### config.mk
export PLATFORM = sky130hd
export DESIGN_NAME = if_id_queue
export DESIGN_NICKNAME = d
export VERILOG_FILES = /design/src/rtl/if_id_queue_pkg.sv /design/src/rtl/ifq_fifo_mem.sv /design/src/rtl/if_id_queue.sv
export SDC_FILE = /design/constraint.sdc
export NUM_CORES = 1
export LEC_CHECK = 0
export ABC_CLOCK_PERIOD_IN_PS = 10800
export BUFFER_PORTS_ARGS = -buffer_cell sky130_fd_sc_hd__buf_2
export CAP_MARGIN = 10
export CORE_MARGIN = 2
export CORE_UTILIZATION = 56
export DETAILED_ROUTE_END_ITERATION = 12
export GPL_TIMING_DRIVEN = 0
export PLACE_DENSITY_LB_ADDON = 0.2
export SYNTH_ARGS = -nofsm -noshare
export SYNTH_HDL_FRONTEND = slang
export SYNTH_SLANG_ARGS = --single-unit
### constraint.sdc
create_clock -name clk -period 10.8 [get_ports clk]
set_input_delay 1.08 -clock clk [delete_from_list [all_inputs] [get_ports clk]]
set_output_delay 1.08 -clock clk [all_outputs]
set_load 0.01 [all_outputs]
### src/rtl/if_id_queue_pkg.sv
// Shared types for the fetch/decode boundary: word type, queue entry payload and the NOP encoding.
package if_id_queue_pkg;

    localparam int unsigned XLEN = 32;

    typedef logic [XLEN-1:0] rv32i_word;

    typedef struct packed {
        rv32i_word pc;
        rv32i_word pc_next;
        rv32i_word instr;
    } if_id_entry_t;

    // addi x0, x0, 0
    localparam rv32i_word NOP_INSTR = 32'h0000_0013;

endpackage

### src/rtl/ifq_fifo_mem.sv
// DEPTH x if_id_entry_t register array: one synchronous write port, one asynchronous read port.
module ifq_fifo_mem
    import if_id_queue_pkg::*;
#(
    parameter int unsigned DEPTH = 2,
    parameter int unsigned PTR_W = $clog2(DEPTH)
) (
    input  logic               clk,
    input  logic               i_we,
    input  logic [PTR_W-1:0]   i_waddr,
    input  if_id_entry_t       i_wdata,
    input  logic [PTR_W-1:0]   i_raddr,
    output if_id_entry_t       o_rdata
);

    if_id_entry_t r_mem [DEPTH];

    // Storage is intentionally not reset; validity is tracked by the owner's count.
    always_ff @(posedge clk) begin
        if (i_we) begin
            r_mem[i_waddr] <= i_wdata;
        end
    end

    assign o_rdata = r_mem[i_raddr];

endmodule

### src/rtl/if_id_queue.sv
// Fetch-to-decode circular FIFO with stall absorption, single backpressure signal and branch flush.
// Optional perf counters (stall_cycles, flush_drops) enabled by defining IF_ID_QUEUE_PERF_EN.
module if_id_queue
    import if_id_queue_pkg::*;
#(
    parameter int unsigned DEPTH = 2,
    parameter int unsigned PTR_W = $clog2(DEPTH)
) (
    input  logic              clk,
    input  logic              rst,
    input  logic [31:0]       if_pc,
    input  logic [31:0]       if_pc_next,
    input  logic [31:0]       imem_rdata,
    input  logic              imem_resp,
    output logic              if_ready,
    input  logic              flush,
    input  logic              id_stall,
    output logic              id_valid,
    output logic [31:0]       id_pc,
    output logic [31:0]       id_pc_next,
    output logic [31:0]       id_instr,
    output logic [PTR_W:0]    occupancy
`ifdef IF_ID_QUEUE_PERF_EN
    ,
    output logic [31:0]       stall_cycles,
    output logic [31:0]       flush_drops
`endif
);

    localparam logic [PTR_W:0] FULL_CNT = (PTR_W+1)'(DEPTH);

    logic [PTR_W-1:0] r_wr_ptr;
    logic [PTR_W-1:0] r_rd_ptr;
    logic [PTR_W:0]   r_count;
    logic             w_enq;
    logic             w_deq;
    logic             w_nonempty;
    if_id_entry_t     w_wr_entry;
    if_id_entry_t     w_head;

    // Backpressure depends only on registered count, never on id_stall.
    assign if_ready   = (r_count != FULL_CNT);
    assign w_nonempty = (r_count != '0);
    assign w_enq      = imem_resp & if_ready & ~flush;
    assign w_deq      = w_nonempty & ~id_stall & ~flush;

    assign w_wr_entry = '{pc: if_pc, pc_next: if_pc_next, instr: imem_rdata};

    ifq_fifo_mem #(
        .DEPTH (DEPTH),
        .PTR_W (PTR_W)
    ) u_mem (
        .clk     (clk),
        .i_we    (w_enq),
        .i_waddr (r_wr_ptr),
        .i_wdata (w_wr_entry),
        .i_raddr (r_rd_ptr),
        .o_rdata (w_head)
    );

    always_ff @(posedge clk) begin
        if (!rst) begin
            r_wr_ptr <= '0;
            r_rd_ptr <= '0;
            r_count  <= '0;
        end else if (flush) begin
            r_wr_ptr <= '0;
            r_rd_ptr <= '0;
            r_count  <= '0;
        end else begin
            if (w_enq) begin
                r_wr_ptr <= r_wr_ptr + PTR_W'(1);
            end
            if (w_deq) begin
                r_rd_ptr <= r_rd_ptr + PTR_W'(1);
            end
            case ({w_enq, w_deq})
                2'b10:   r_count <= r_count + (PTR_W+1)'(1);
                2'b01:   r_count <= r_count - (PTR_W+1)'(1);
                default: r_count <= r_count;
            endcase
        end
    end

    // Head view; an empty queue presents a zeroed NOP so decode sees a harmless bubble.
    assign id_valid   = w_nonempty;
    assign id_pc      = w_nonempty ? w_head.pc      : 32'h0;
    assign id_pc_next = w_nonempty ? w_head.pc_next : 32'h0;
    assign id_instr   = w_nonempty ? w_head.instr   : NOP_INSTR;
    assign occupancy  = r_count;

`ifdef IF_ID_QUEUE_PERF_EN
    logic [31:0] r_stall_cycles;
    logic [31:0] r_flush_drops;
    logic [32:0] w_drop_sum;

    assign w_drop_sum = {1'b0, r_flush_drops} + 33'(r_count);

    // Saturating event counters.
    always_ff @(posedge clk) begin
        if (!rst) begin
            r_stall_cycles <= '0;
            r_flush_drops  <= '0;
        end else begin
            if (imem_resp && !if_ready && (r_stall_cycles != 32'hFFFF_FFFF)) begin
                r_stall_cycles <= r_stall_cycles + 32'd1;
            end
            if (flush) begin
                r_flush_drops <= w_drop_sum[32] ? 32'hFFFF_FFFF : w_drop_sum[31:0];
            end
        end
    end

    assign stall_cycles = r_stall_cycles;
    assign flush_drops  = r_flush_drops;
`endif

endmodule
---- Word level (Yosys, flattened, before mapping) ----
Memories as Yosys holds them, arrays and structs flattened. A register that Yosys moved wholly into a read port is not among the register bits.
Index checks and enable logic that the tools add are counted.
storage, ports and cells
  output and inout bits ................... 100
  bits in writable memories ............... 192
  memories ................................ 1
  word-level logic and storage cells ...... 29
  register bits after elaboration ......... 4
memory list
  name         depth  bits a word  read ports  clocked after Yosys merged registers in  wr ports  line                source
  u_mem.r_mem  2      96           1           1                                        1         ifq_fifo_mem.sv:16  if_id_entry_t r_mem [DEPTH];
cells by class
  bitwise gates (word level) .............. 7
  eq/ne operators ......................... 3
  mux-type cells .......................... 8
  reductions and logical operators ........ 3
  $add $sub $neg .......................... 4
operators by type and width
  cell                 number
  $mux 32              3
  $and 1x1->1          4
  $mux 1               4
  $pmux 2 s2           1
  $reduce_bool 2->1    2
  $not 1->1            3
  $add 1x1->1 const B  2
  $add 2x1->2 const B  1
  $eq 2x1->1 const B   1
  $eq 2x2->1 const B   1
  $ne 2x2->1 const B   1
  $reduce_or 2->1      1
  $sub 2x1->2 const B  1

---- Longest topological paths before layout ----
Gate-level depths: netlist (run 1).
  depth in word-level cells ............... 5
  mapped depth ............................ 7
  mapped depth without buffers ............ 6

---- Modules after synthesis ----
From an unflattened synthesis (run 1), not the netlist that was laid out.
unflattened totals
  cells, all modules ...................... 434
  area, all modules ....................... 8,013.9 µm²
modules (own cells, without submodules)
  module        cells each  times used  seq. area each (µm²)  area an instance (µm²)
  ifq_fifo_mem  301         1           5,765.5               7,140.6
  if_id_queue   133         1           80.1                  873.3

---- Worst setup path before layout (run 1) ----
No wires, ideal clock.
  path kind ............................... input to register
  start point ............................. in flush
  end point ............................... mem u_mem.r_mem[0][0] (netlist name) (enable)
  arrival time ............................ 5,248 ps
  slack ................................... 5,000 ps
  setup time .............................. 552 ps
  stages on the path ...................... 3
  path buffers ............................ 0
  path through ............................ inv_1 nand3_1 nor2_1
between the ends
  word-level cells in the longest chain between the ends .. 4
ends and longest elaborated chain
  item                          line                source
  start, declared               if_id_queue.sv:16   input logic flush,
  $not 1->1                     if_id_queue.sv:44   assign w_enq = imem_resp & if_ready & ~flush;
  $and 1x1->1                   if_id_queue.sv:44
  $mux 1                        ifq_fifo_mem.sv:20  if (i_we) begin
  $mux 1 (not written as such)  ifq_fifo_mem.sv:21  r_mem[i_waddr] <= i_wdata;
  end, declared                 ifq_fifo_mem.sv:16
Every way passes these cells.

---- Worst setup path after layout (run 1) ----
  start point ............................. reg r_count[0], in the netlist occupancy[0]
  end point ............................... out id_pc_next[9]
between the ends
  word-level cells in the longest chain between the ends .. 2
ends and longest elaborated chain
  item                    line               source
  start, declared         if_id_queue.sv:34  logic [PTR_W:0] r_count;
  start signal, assigned  if_id_queue.sv:78  2'b10: r_count <= r_count + (PTR_W+1)'(1);
  start signal, assigned  if_id_queue.sv:79  2'b01: r_count <= r_count - (PTR_W+1)'(1);
  start signal, assigned  if_id_queue.sv:80  default: r_count <= r_count;
  $reduce_bool 2->1       if_id_queue.sv:43  assign w_nonempty = (r_count != '0);
  $mux 32                 if_id_queue.sv:88  assign id_pc_next = w_nonempty ? w_head.pc_next : 32'h0;
  end, declared           if_id_queue.sv:20  output logic [31:0] id_pc_next,
Every way passes these cells.

==> results of run 1 <==
## tightest hold or removal path, stage by stage (launching register included)
cell and delay, ns:
dfxtp_1 0.31, o21ai_0 0.10, a21oi_1 0.07
## worst paths after layout
kind / startpoint / end / slack (ns)
worst max-delay path: occupancy[0]$_SDFFE_PP0P_ / id_pc_next[9] / 7.75
worst min-delay path: r_rd_ptr$_SDFFE_PP0P_ / r_rd_ptr$_SDFFE_PP0P_ / 0.54
worst max register to register: occupancy[0]$_SDFFE_PP0P_ / u_mem.r_mem[1][63]$_DFFE_PP_ / 8.48
worst min register to register: r_rd_ptr$_SDFFE_PP0P_ / r_rd_ptr$_SDFFE_PP0P_ / 0.54
## cell families after synthesis
family | after synthesis
multiplexers | 96
XOR/XNOR | 2
flip-flops | 197
AND/OR/NAND/NOR | 107
buffers and inverters | 24
AO/OA/AOI/OAI | 7
adder cells (fa/ha/maj) | 1
## flip-flops by register name (all words and copies together), names as in the netlist, named ones only
register,flops
u_mem.r_mem,192
occupancy,2
r_rd_ptr,1
r_wr_ptr,1
## stage by stage
step	worst slack (ns)	power, mW	cell area [sq um]
global placement	2.789	0.9663	8681
floorplan	5.000	0.9254	7460
CTS	7.728	1.610	9444
global route	7.683	1.645	9444
finish	7.753	1.599	9444
detailed placement	7.889	0.9711	8831
## cells in the mapped netlist
| cell | count | share of area, % |
|---|---|---|
| a21o_1 | 1 | 0.10 |
| a21oi_1 | 4 | 0.27 |
| buf_2 | 9 | 0.60 |
| buf_4 | 3 | 0.30 |
| buf_6 | 5 | 0.75 |
| clkbuf_1 | 4 | 0.20 |
| dfxtp_1 | 5 | 1.3 |
| edfxtp_1 | 192 | 77 |
| ha_1 | 1 | 0.17 |
| inv_1 | 3 | 0.15 |
| mux2i_1 | 96 | 13 |
| nand2_1 | 4 | 0.20 |
| nand2b_1 | 1 | 0.084 |
| nand3_1 | 2 | 0.13 |
| nor2_1 | 96 | 4.8 |
| nor2_2 | 1 | 0.084 |
| nor3_1 | 1 | 0.067 |
| o21ai_0 | 2 | 0.13 |
| or3_1 | 2 | 0.17 |
| xnor2_1 | 1 | 0.12 |
| xor2_1 | 1 | 0.12 |
## layout by cell type, fill, tap and decap left out, types with 4 or more instances in the layout
cell type  netlist  final
nor2_1          96     94
bufinv_16        0      4
dfxtp_1          5      5
a21oi_1          4      4
mux2i_1         96     96
buf_12           0      4
edfxtp_1       192    192
nand2_1          4      4
clkbuf_16        0     17
buf_2            9    209
clkbuf_1         4      6
buf_6            5      5
## final cells by class
cell class / instances / share of cell area [%]
Sequential cell: 197 / 62.11
Multi-Input combinational cell: 213 / 15.45
Timing Repair Buffer: 206 / 12.03
Clock buffer: 19 / 4.584
Tap cell: 176 / 2.332
Clock inverter: 13 / 1.908
Buffer: 21 / 1.471
Inverter: 3 / 0.1192
## power by group
| group | switching, mW | internal, mW |
|---|---|---|
| clock network | 0.258 | 0.387 |
| registers | 0.00544 | 0.863 |
| logic | 0.0492 | 0.0363 |
| total | 0.313 | 1.29 |
## layer usage
metal | vias up | share of wire, % | GRT usage (%)
li1 | 2055 | - | -
met4 | 0 | 1.5 | 7.574
met1 | 2050 | 41 | 23.77
met5 | - | 0 | 0
met3 | 18 | 7.7 | 6.801
met2 | 163 | 50 | 33.91
==> impl_metrics.py, run 1 <==
metrics = {
    "floorplan": {
        "fp.dieW_microns": 119.4,
        "rows": 42,
        "io_pins": 201,
        "core_area_sq_um": 13140,
        "dieHeight_microns": 119.4,
        "initial_core_util_pct": 56.78,
        "dieArea_sq_um": 14260,
    },
    "global_routing": {
        "first_global_vias": 4411,
        "grt_first_pass_wirelength_mm": 21.48,
        "track_usage_pct": 20.01,
        "grt_overflow_total": 0,
        "antenna_found_initial": 0,
        "grt_max_degree": 31,
    },
    "pwr": {
        "ir_drop_mv": 0.1249,
        "pwr_density_cell_nw_per_um2": 169.4,
        "p_leak_nw": 3.539,
    },
    "clocking": {
        "cts_sinks": 197,
        "cts.path.max_buffers": 2,
        "cts_root_buf": "clkbuf_16",
        "ctsResizeCount": 0,
        "cts-buffers-inserted": 17,
        "clk_pin_slew_worst_paths_ns": 0.07,
        "cts_hold_buf": 0,
        "insertion_delay_ns": 0.42,
        "cts_htree_levels": 4,
        "cts_setup_buffers": 0,
        "cts_tree": "built",
    },
    "sta": {
        "skew_ns": 0.004516,
        "finalSetupViolCount": 0,
        "fmax_mhz": 328.2,
        "rsz0062_at_grt": "false",
        "drv_slew": 0,
        "relSlewSlack_pct": 48.86,
        "timing.hold.ws_ns": 0.5371,
        "max_slew.worst_pin.slew_ns": 0.7654,
        "setup-tns-final_ns": 0,
        "finalHoldViolCount": 0,
        "finalCritPeriodShare_pct": 28.21,
        "period_needed_ns": 3.047,
    },
    "placed_design": {
        "gp_congestion": 0.7272,
        "io_buffers": 200,
        "post-place-cells": 816,
        "dp_hpwl_mm": 9.501,
    },
    "layout": {
        "num_antenna_cells": 0,
        "final_core_util_pct": 71.89,
        "n_fill_cell": 910,
        "multiInputGateArea_sq_um": 1459,
        "ff_latch_area_sq_um": 5866,
        "nNetsFinal": 761,
        "area_growth_pct": 26.60,
        "stdcell_count": 848,
        "drive_gt1_share_pct": 37.95,
    },
    "synth": {
        "syn_area_sq_um": 7460,
        "synth-adder-area-share_pct": 0.1677,
        "muxShareOfSynthArea_pct": 12.88,
        "ys.warnings.count": 0,
        "synth_top_family_by_area": "multiplexers",
        "yosys.area_share.simple_pct": 5.569,
        "synthXorXnorAreaFrac_pct": 0.2348,
        "synth-compound-area-share_pct": 0.5032,
        "synthCells": 434,
        "yosys.cell_types.count": 21,
        "syn_area_per_cell_sq_um": 17.19,
        "synth.net_count": 536,
        "seq_area_frac_synth_pct": 78.63,
        "synth-seq-cells": 197,
    },
    "route": {
        "postRouteAntennaNets": 0,
        "viasPerCell": 5.054,
        "vias": 4286,
        "drcViolationCount": 0,
        "drtIter0Drc": 286,
        "routed_wl_mm": 14.09,
        "wl_per_cell_microns": 16.61,
        "firstDrtPassIters": 4,
    },
    "setup_path": {
        "critPathBufInv": 3,
        "cp.required_ns": 9.72,
        "path_cells": "nor2_2, buf_2, buf_2, nor2_1, buf_2",
        "worstPathArrival_ns": 1.97,
        "crit_top_cell": "buf_2",
        "max_stage_delay_ns": 0.37,
        "cpMaxStageDelayCell": "dfxtp_1",
        "critPathKind": "register to output port",
        "path_depth": 5,
        "cp-end-kind": "output port",
        "crit_path_start_kind": "register",
        "cp_max_fo": 10,
        "path_delay_family": "buffers and inverters",
        "rr_worst_depth": 5,
    },
    "worst_hold_path": {
        "min_path_cells": 2,
        "min_path_type": "register to register",
    },
    "flow_run": {
        "maxCapViolCount": 0,
    },
    "outcome": {
        "status": "finished clean",
    },
}
(Power assumes the default switching activity.)
==> run 2, diff against run 1 <==
--- a/config.mk
+++ b/config.mk
@@ -5,11 +5,11 @@
 export SDC_FILE = /design/constraint.sdc
 export NUM_CORES = 1
 export LEC_CHECK = 0
-export ABC_CLOCK_PERIOD_IN_PS = 10800
+export ABC_CLOCK_PERIOD_IN_PS = 2700
 export BUFFER_PORTS_ARGS = -buffer_cell sky130_fd_sc_hd__buf_2
 export CAP_MARGIN = 10
 export CORE_MARGIN = 2
-export CORE_UTILIZATION = 56
+export CORE_UTILIZATION = 47
 export DETAILED_ROUTE_END_ITERATION = 12
 export GPL_TIMING_DRIVEN = 0
 export PLACE_DENSITY_LB_ADDON = 0.2
==> constraint.sdc (replaced) <==
create_clock -name clk -period 2.7 [get_ports clk]
set_input_delay 0.27 -clock clk [delete_from_list [all_inputs] [get_ports clk]]
set_output_delay 0.27 -clock clk [all_outputs]
set_load 0.01 [all_outputs]
==> run 2 against run 1 <==
Cell count is 4.6% higher. Via count is 0.91% lower. Critical endpoint is now u_mem.r_mem[0][40]$_DFFE_PP_. Sequential share of layout area is 0.20 points lower. Largest power group unchanged. Global-route usage down 3.3 points. Register-to-register slack worse by 8.1 ns.
==> impl_metrics.py, run 2 (synthesis results as in run 1) <==
metrics = {
    "layout": {
        "largest_reg_flops": 192,
        "n_fill_cell": 1222,
        "nNetsFinal": 761,
        "final_common_cell": "buf_2",
        "regMostFlops": "u_mem.r_mem",
        "num_antenna_cells": 0,
        "area_growth_pct": 27.04,
        "drive_gt1_share_pct": 38.15,
        "mostFrequentLayoutCells": "buf_2, edfxtp_1, mux2i_1, nor2_1, clkbuf_16",
        "final_cell_area_sq_um": 9477,
    },
    "sta": {
        "max_slew.worst_pin.slew_ns": 0.7737,
        "relSlewSlack_pct": 48.30,
        "period_needed_ns": 2.271,
        "skew_ns": 0.004700,
        "fin_ws_ns": 0.4287,
        "finalSetupViolCount": 0,
        "drv_slew": 0,
        "finalHoldViolCount": 0,
        "fmax_mhz": 440.3,
        "timing.hold.ws_ns": 0.03365,
        "finalCritPeriodShare_pct": 84.12,
        "rsz0062_at_grt": "false",
        "setup-tns-final_ns": 0,
    },
    "global_routing": {
        "grt_first_pass_wirelength_mm": 21.06,
        "grt_max_degree": 29,
        "track_usage_pct": 16.71,
        "antenna_found_initial": 0,
        "first_global_vias": 4327,
        "grt_overflow_total": 0,
    },
    "flow_run": {
        "maxCapViolCount": 0,
    },
    "route": {
        "viasPerCell": 4.788,
        "postRouteAntennaNets": 0,
        "vias": 4247,
        "routed_wl_mm": 14.04,
        "drtIter0Drc": 214,
        "wl_per_cell_microns": 15.83,
        "drcViolationCount": 0,
        "firstDrtPassIters": 4,
    },
    "placed_design": {
        "preCtsSetupSlack_ns": 0.4024,
        "io_buffers": 200,
        "place_area_sq_um": 8890,
        "dp_hpwl_mm": 9.718,
        "gp_congestion": 0.7109,
    },
    "clocking": {
        "cts_setup_buffers": 0,
        "insertion_delay_ns": 0.42,
        "cts_sinks": 197,
        "ctsResizeCount": 0,
        "cts_tree": "built",
        "cts_htree_levels": 4,
        "cts_root_buf": "clkbuf_16",
        "cts_hold_buf": 0,
        "cts-buffers-inserted": 17,
        "clk_pin_slew_worst_paths_ns": 0.07,
        "cts.path.max_buffers": 2,
    },
    "floorplan": {
        "io_pins": 201,
        "rows": 46,
        "initial_core_util_pct": 47.48,
        "dieArea_sq_um": 16890,
        "fp.dieW_microns": 130.0,
        "dieHeight_microns": 130.0,
        "core_area_sq_um": 15710,
    },
    "pwr": {
        "pwr_density_cell_nw_per_um2": 666.5,
        "p_leak_nw": 3.527,
        "ir_drop_mv": 0.4146,
    },
    "setup_path": {
        "r2r-start": "occupancy[0]$_SDFFE_PP0P_",
        "worstPathArrival_ns": 2.39,
        "crit_path_start_kind": "register",
        "crit_start": "occupancy[0]$_SDFFE_PP0P_",
        "cp.required_ns": 2.82,
        "cp-end-kind": "register",
        "critPathKind": "register to register",
        "cp_max_fo": 28,
    },
    "worst_hold_path": {
        "hp-start": "if_pc[26]",
        "min_path_type": "primary input to register",
    },
    "outcome": {
        "status": "finished clean",
    },
}
==> run 2: per-stage QoR <==
stage | util, % | total power, mW | std cells
2_1_floorplan | - | 3.695 | 434
3_3_place_gp | 55.72 | 3.858 | 850
3_5_place_dp | 56.58 | 3.885 | 856
4_1_cts | 60.31 | 6.370 | 887
5_1_grt | 60.31 | 6.535 | 887
6_report | 60.31 | 6.316 | 887
==> run 2: layout make-up <==
| cell class | count | area, sq um | share of cell area (%) |
|---|---|---|---|
| plain buffers | 21 | 138.9 | 1.466 |
| clock buffers | 18 | 429.2 | 4.529 |
| clock inverters | 13 | 157.7 | 1.664 |
| inverters | 3 | 11.26 | 0.1188 |
| multi-input cells | 213 | 1466 | 15.47 |
| flip-flops and latches | 197 | 5867 | 61.91 |
| well taps | 216 | 270.3 | 2.852 |
| repair buffers | 206 | 1136 | 11.99 |
==> run 2: worst paths after layout <==
| kind | end | slack, ns | depth (start not counted) |
|---|---|---|---|
| max | u_mem.r_mem[0][40]$_DFFE_PP_ | 0.43 | 5 |
| min | u_mem.r_mem[1][90]$_DFFE_PP_ | 0.03 | 1 |
| max reg2reg | u_mem.r_mem[0][40]$_DFFE_PP_ | 0.43 | 5 |
| min reg2reg | register | 0.52 | 2 |
==> run 2: report_power, final <==
group | internal [mW] | switching [mW] | leakage (nW)
logic | 0.146 | 0.194 | 1.44
registers | 3.45 | 0.0207 | 1.80
clock network | 1.45 | 1.05 | 0.282
total | 5.05 | 1.27 | 3.53
==> run 2: metal layers <==
layer | share of wire [%] | vias up | wire length, microns | global-route usage, %
met5 | 0 | - | 0 | 0
met4 | 1.8 | 0 | 250 | 7.084
met3 | 7.5 | 22 | 1053 | 6.314
met2 | 49 | 146 | 6848 | 27.19
met1 | 42 | 2023 | 5884 | 20.12
li1 | - | 2056 | - | -
==> run 2: worst max-delay path, stage by stage (launching register included) <==
cell	delay (ns)
dfxtp_2	0.39
nand2b_4	0.16
nand3_1	0.21
nor2_4	0.68
buf_12	0.29
buf_12	0.23
==> run 3, diff against run 2 <==
--- a/config.mk
+++ b/config.mk
@@ -5,7 +5,8 @@
 export SDC_FILE = /design/constraint.sdc
 export NUM_CORES = 1
 export LEC_CHECK = 0
-export ABC_CLOCK_PERIOD_IN_PS = 2700
+export ABC_AREA = 1
+export ABC_CLOCK_PERIOD_IN_PS = 2050
 export BUFFER_PORTS_ARGS = -buffer_cell sky130_fd_sc_hd__buf_2
 export CAP_MARGIN = 10
 export CORE_MARGIN = 2
==> constraint.sdc (replaced) <==
create_clock -name clk -period 2.05 [get_ports clk]
set_input_delay 0.205 -clock clk [delete_from_list [all_inputs] [get_ports clk]]
set_output_delay 0.205 -clock clk [all_outputs]
set_load 0.01 [all_outputs]
==> run 3 against run 2 <==
Worst hold slack worse by 0.012 ns. Synthesized cell count is 27% higher. Via count is 28% higher. Register-to-register slack worse by 0.22 ns. Core utilization is 6.2 points higher. Wire length is 27% higher. Setup slack worse by 0.29 ns. Cell count is 24% higher. Global-route usage is 4.1 points higher. First-iteration DRC count is 31% higher. Highest routed layer unchanged.
==> impl_metrics.py, run 3 <==
metrics = {
    "outcome": {
        "status": "finished clean",
    },
    "pwr": {
        "ir_drop_mv": 0.5244,
        "p_leak_nw": 4.235,
        "pwr_density_cell_nw_per_um2": 798.7,
        "p_total_mw": 8.381,
    },
    "setup_path": {
        "cp.required_ns": 1.85,
        "critPathKind": "register to output port",
        "path_cells": "buf_6, inv_4, buf_6, buf_4, nand2_1, a21oi_1, buf_2",
        "worstPathArrival_ns": 1.71,
        "rr_worst_depth": 6,
        "cpMaxStageDelayCell": "dfxtp_1",
        "max_stage_delay_ns": 0.30,
        "r2r-start": "occupancy[0]$_SDFFE_PP0P_",
        "path_depth": 7,
        "endpoint": "id_pc_next[28]",
        "cp_max_fo": 10,
        "critPathBufInv": 5,
        "rrSetupSlack_ns": 0.21,
        "crit_path_start_kind": "register",
        "path_delay_family": "buffers and inverters",
        "reg2reg_to": "u_mem.r_mem[0][45]$_DFFE_PP_",
        "cp-end-kind": "output port",
        "crit_top_cell": "buf_6",
    },
    "layout": {
        "final_cell_area_sq_um": 10490,
        "multiInputGateArea_sq_um": 1445,
        "final_common_cell": "buf_2",
        "ff_latch_area_sq_um": 5871,
        "regMostFlops": "u_mem.r_mem",
        "largest_reg_flops": 192,
        "n_fill_cell": 1188,
        "stdcell_count": 1104,
        "nNetsFinal": 977,
        "drive_gt1_share_pct": 33.22,
        "num_antenna_cells": 0,
        "final_core_util_pct": 66.54,
        "area_growth_pct": 39.25,
        "mostFrequentLayoutCells": "buf_2, nand2_1, edfxtp_1, dlygate4sd3_1, a21oi_1",
    },
    "worst_hold_path": {
        "hp-start": "rst",
        "min_path_type": "primary input to register",
        "min_path_cells": 3,
    },
    "synth": {
        "synth-seq-cells": 197,
        "syn_area_per_cell_sq_um": 13.63,
        "synthCells": 553,
        "async_reset_ff_share_pct": 0,
        "ys.warnings.count": 0,
        "synth_largest_area_cell": "edfxtp_1",
        "yosysMostFrequentCell": "nand2_1",
        "synth.net_count": 655,
        "seq_area_frac_synth_pct": 77.83,
        "yosys.cell_types.count": 17,
        "synth-main-ff-cell": "edfxtp_1",
        "synth_area_leaders": "edfxtp_1, nand2_1, a21oi_1, a21oi_2, dfxtp_1",
        "syn_area_sq_um": 7536,
        "synth_edf_count": 192,
        "netlist_top_cells_count": "nand2_1, edfxtp_1, a21oi_1, a21oi_2, buf_2",
        "yosys.area.top_type_share_pct": 76.51,
    },
    "sta": {
        "period_needed_ns": 1.914,
        "fin_ws_ns": 0.1359,
        "finalCritPeriodShare_pct": 93.37,
        "relSlewSlack_pct": 50.44,
        "setup-tns-final_ns": 0,
        "rsz0062_at_grt": "false",
        "skew_ns": 0.01053,
        "timing.hold.ws_ns": 0.02176,
        "max_slew.worst_pin.slew_ns": 0.7426,
        "drv_slew": 0,
        "finalHoldViolCount": 0,
        "fmax_mhz": 522.4,
        "finalSetupViolCount": 0,
    },
    "route": {
        "viasPerCell": 4.927,
        "drcViolationCount": 0,
        "postRouteAntennaNets": 0,
        "vias": 5439,
        "wl_per_cell_microns": 16.15,
        "firstDrtPassIters": 5,
        "drtIter0Drc": 281,
        "routed_wl_mm": 17.83,
    },
    "global_routing": {
        "grt_max_degree": 42,
        "track_usage_pct": 20.82,
        "first_global_vias": 5580,
        "grt_overflow_total": 0,
        "grt_first_pass_wirelength_mm": 26.54,
        "antenna_found_initial": 0,
    },
    "clocking": {
        "insertion_delay_ns": 0.43,
        "cts_root_buf": "clkbuf_16",
        "cts-buffers-inserted": 17,
        "cts_tree": "built",
        "cts_setup_buffers": 0,
        "cts.path.max_buffers": 2,
        "cts_htree_levels": 4,
        "cts_sinks": 197,
        "ctsResizeCount": 0,
        "clk_pin_slew_worst_paths_ns": 0.07,
    },
    "floorplan": {
        "dieArea_sq_um": 17060,
        "rows": 46,
        "io_pins": 201,
        "initial_core_util_pct": 47.79,
        "fp.dieW_microns": 130.6,
        "dieHeight_microns": 130.6,
        "core_area_sq_um": 15770,
    },
    "placed_design": {
        "io_buffers": 200,
        "dp_hpwl_mm": 11.34,
        "gp_congestion": 0.7690,
        "post-place-cells": 974,
        "place_area_sq_um": 8951,
        "preCtsSetupSlack_ns": -0.1755,
    },
    "flow_run": {
        "maxCapViolCount": 0,
    },
}
## run 3: cell types whose count changed in the layout (fill, tap and decap cells not counted), moves of 20 or more
cell,change
a21oi_2,+20
nand2_1,+194
nor2_1,-84
dlygate4sd3_1,+97
mux2i_1,-96
a21oi_1,+71
## run 3: kinds of logic after synthesis
group	synth area share, %
simple gates	11.14
flops	77.84
compound gates	7.305
buf+inv	3.437
xor+xnor	0.1162
fa+ha+maj	0.1660
## run 3: area by class of cell
class / count / share of cell area [%]
flip-flops and latches: 197 / 55.94
repair buffers: 302 / 19.82
clock inverters: 14 / 1.300
plain buffers: 31 / 2.158
inverters: 8 / 0.3458
clock buffers: 18 / 4.090
well taps: 216 / 2.575
multi-input cells: 318 / 13.77
## run 3: routing by layer
layer,vias up,part of all wire (%),GRT usage (%)
li1,2595,-,-
met2,144,53,37.41
met3,34,4.5,5.008
met1,2666,40,23.86
met5,-,0,0
met4,0,2.2,8.824
## run 3: timing repair
item	4_1_cts	5_1_grt
endpoints found under the setup margin	25	25
endpoints found under the hold margin	193	0
hold buffers	97	0
cloned	0	1
pin swaps	1	1
## run 3: power breakdown
part	switching, mW	internal [mW]	total, mW
Sequential	0.0299	4.54	4.57
Clock	1.43	1.78	3.21
Combinational	0.297	0.302	0.600
Total	1.76	6.63	8.38
## run 3: worst reg2reg max path: stages (launching register included)
cell,delay [ns]
dfxtp_4,0.39
inv_2,0.06
nand2_4,0.08
nand2_4,0.08
nor2_4,0.44
buf_16,0.24
buf_12,0.22
## run 3: how the worst min path moves through the flow
| stage | slack (ns) | to |
|---|---|---|
| detailed placement | 0.40 | u_mem.r_mem[1][72]$_DFFE_PP_ |
| finish | 0.02 | occupancy[0]$_SDFFE_PP0P_ |
| global route | 0.006 | occupancy[0]$_SDFFE_PP0P_ |
| CTS | 0.002 | occupancy[0]$_SDFFE_PP0P_ |
| global placement | 0.39 | u_mem.r_mem[1][10]$_DFFE_PP_ |
| floorplan | 0.27 | occupancy[0]$_SDFFE_PP0P_ |
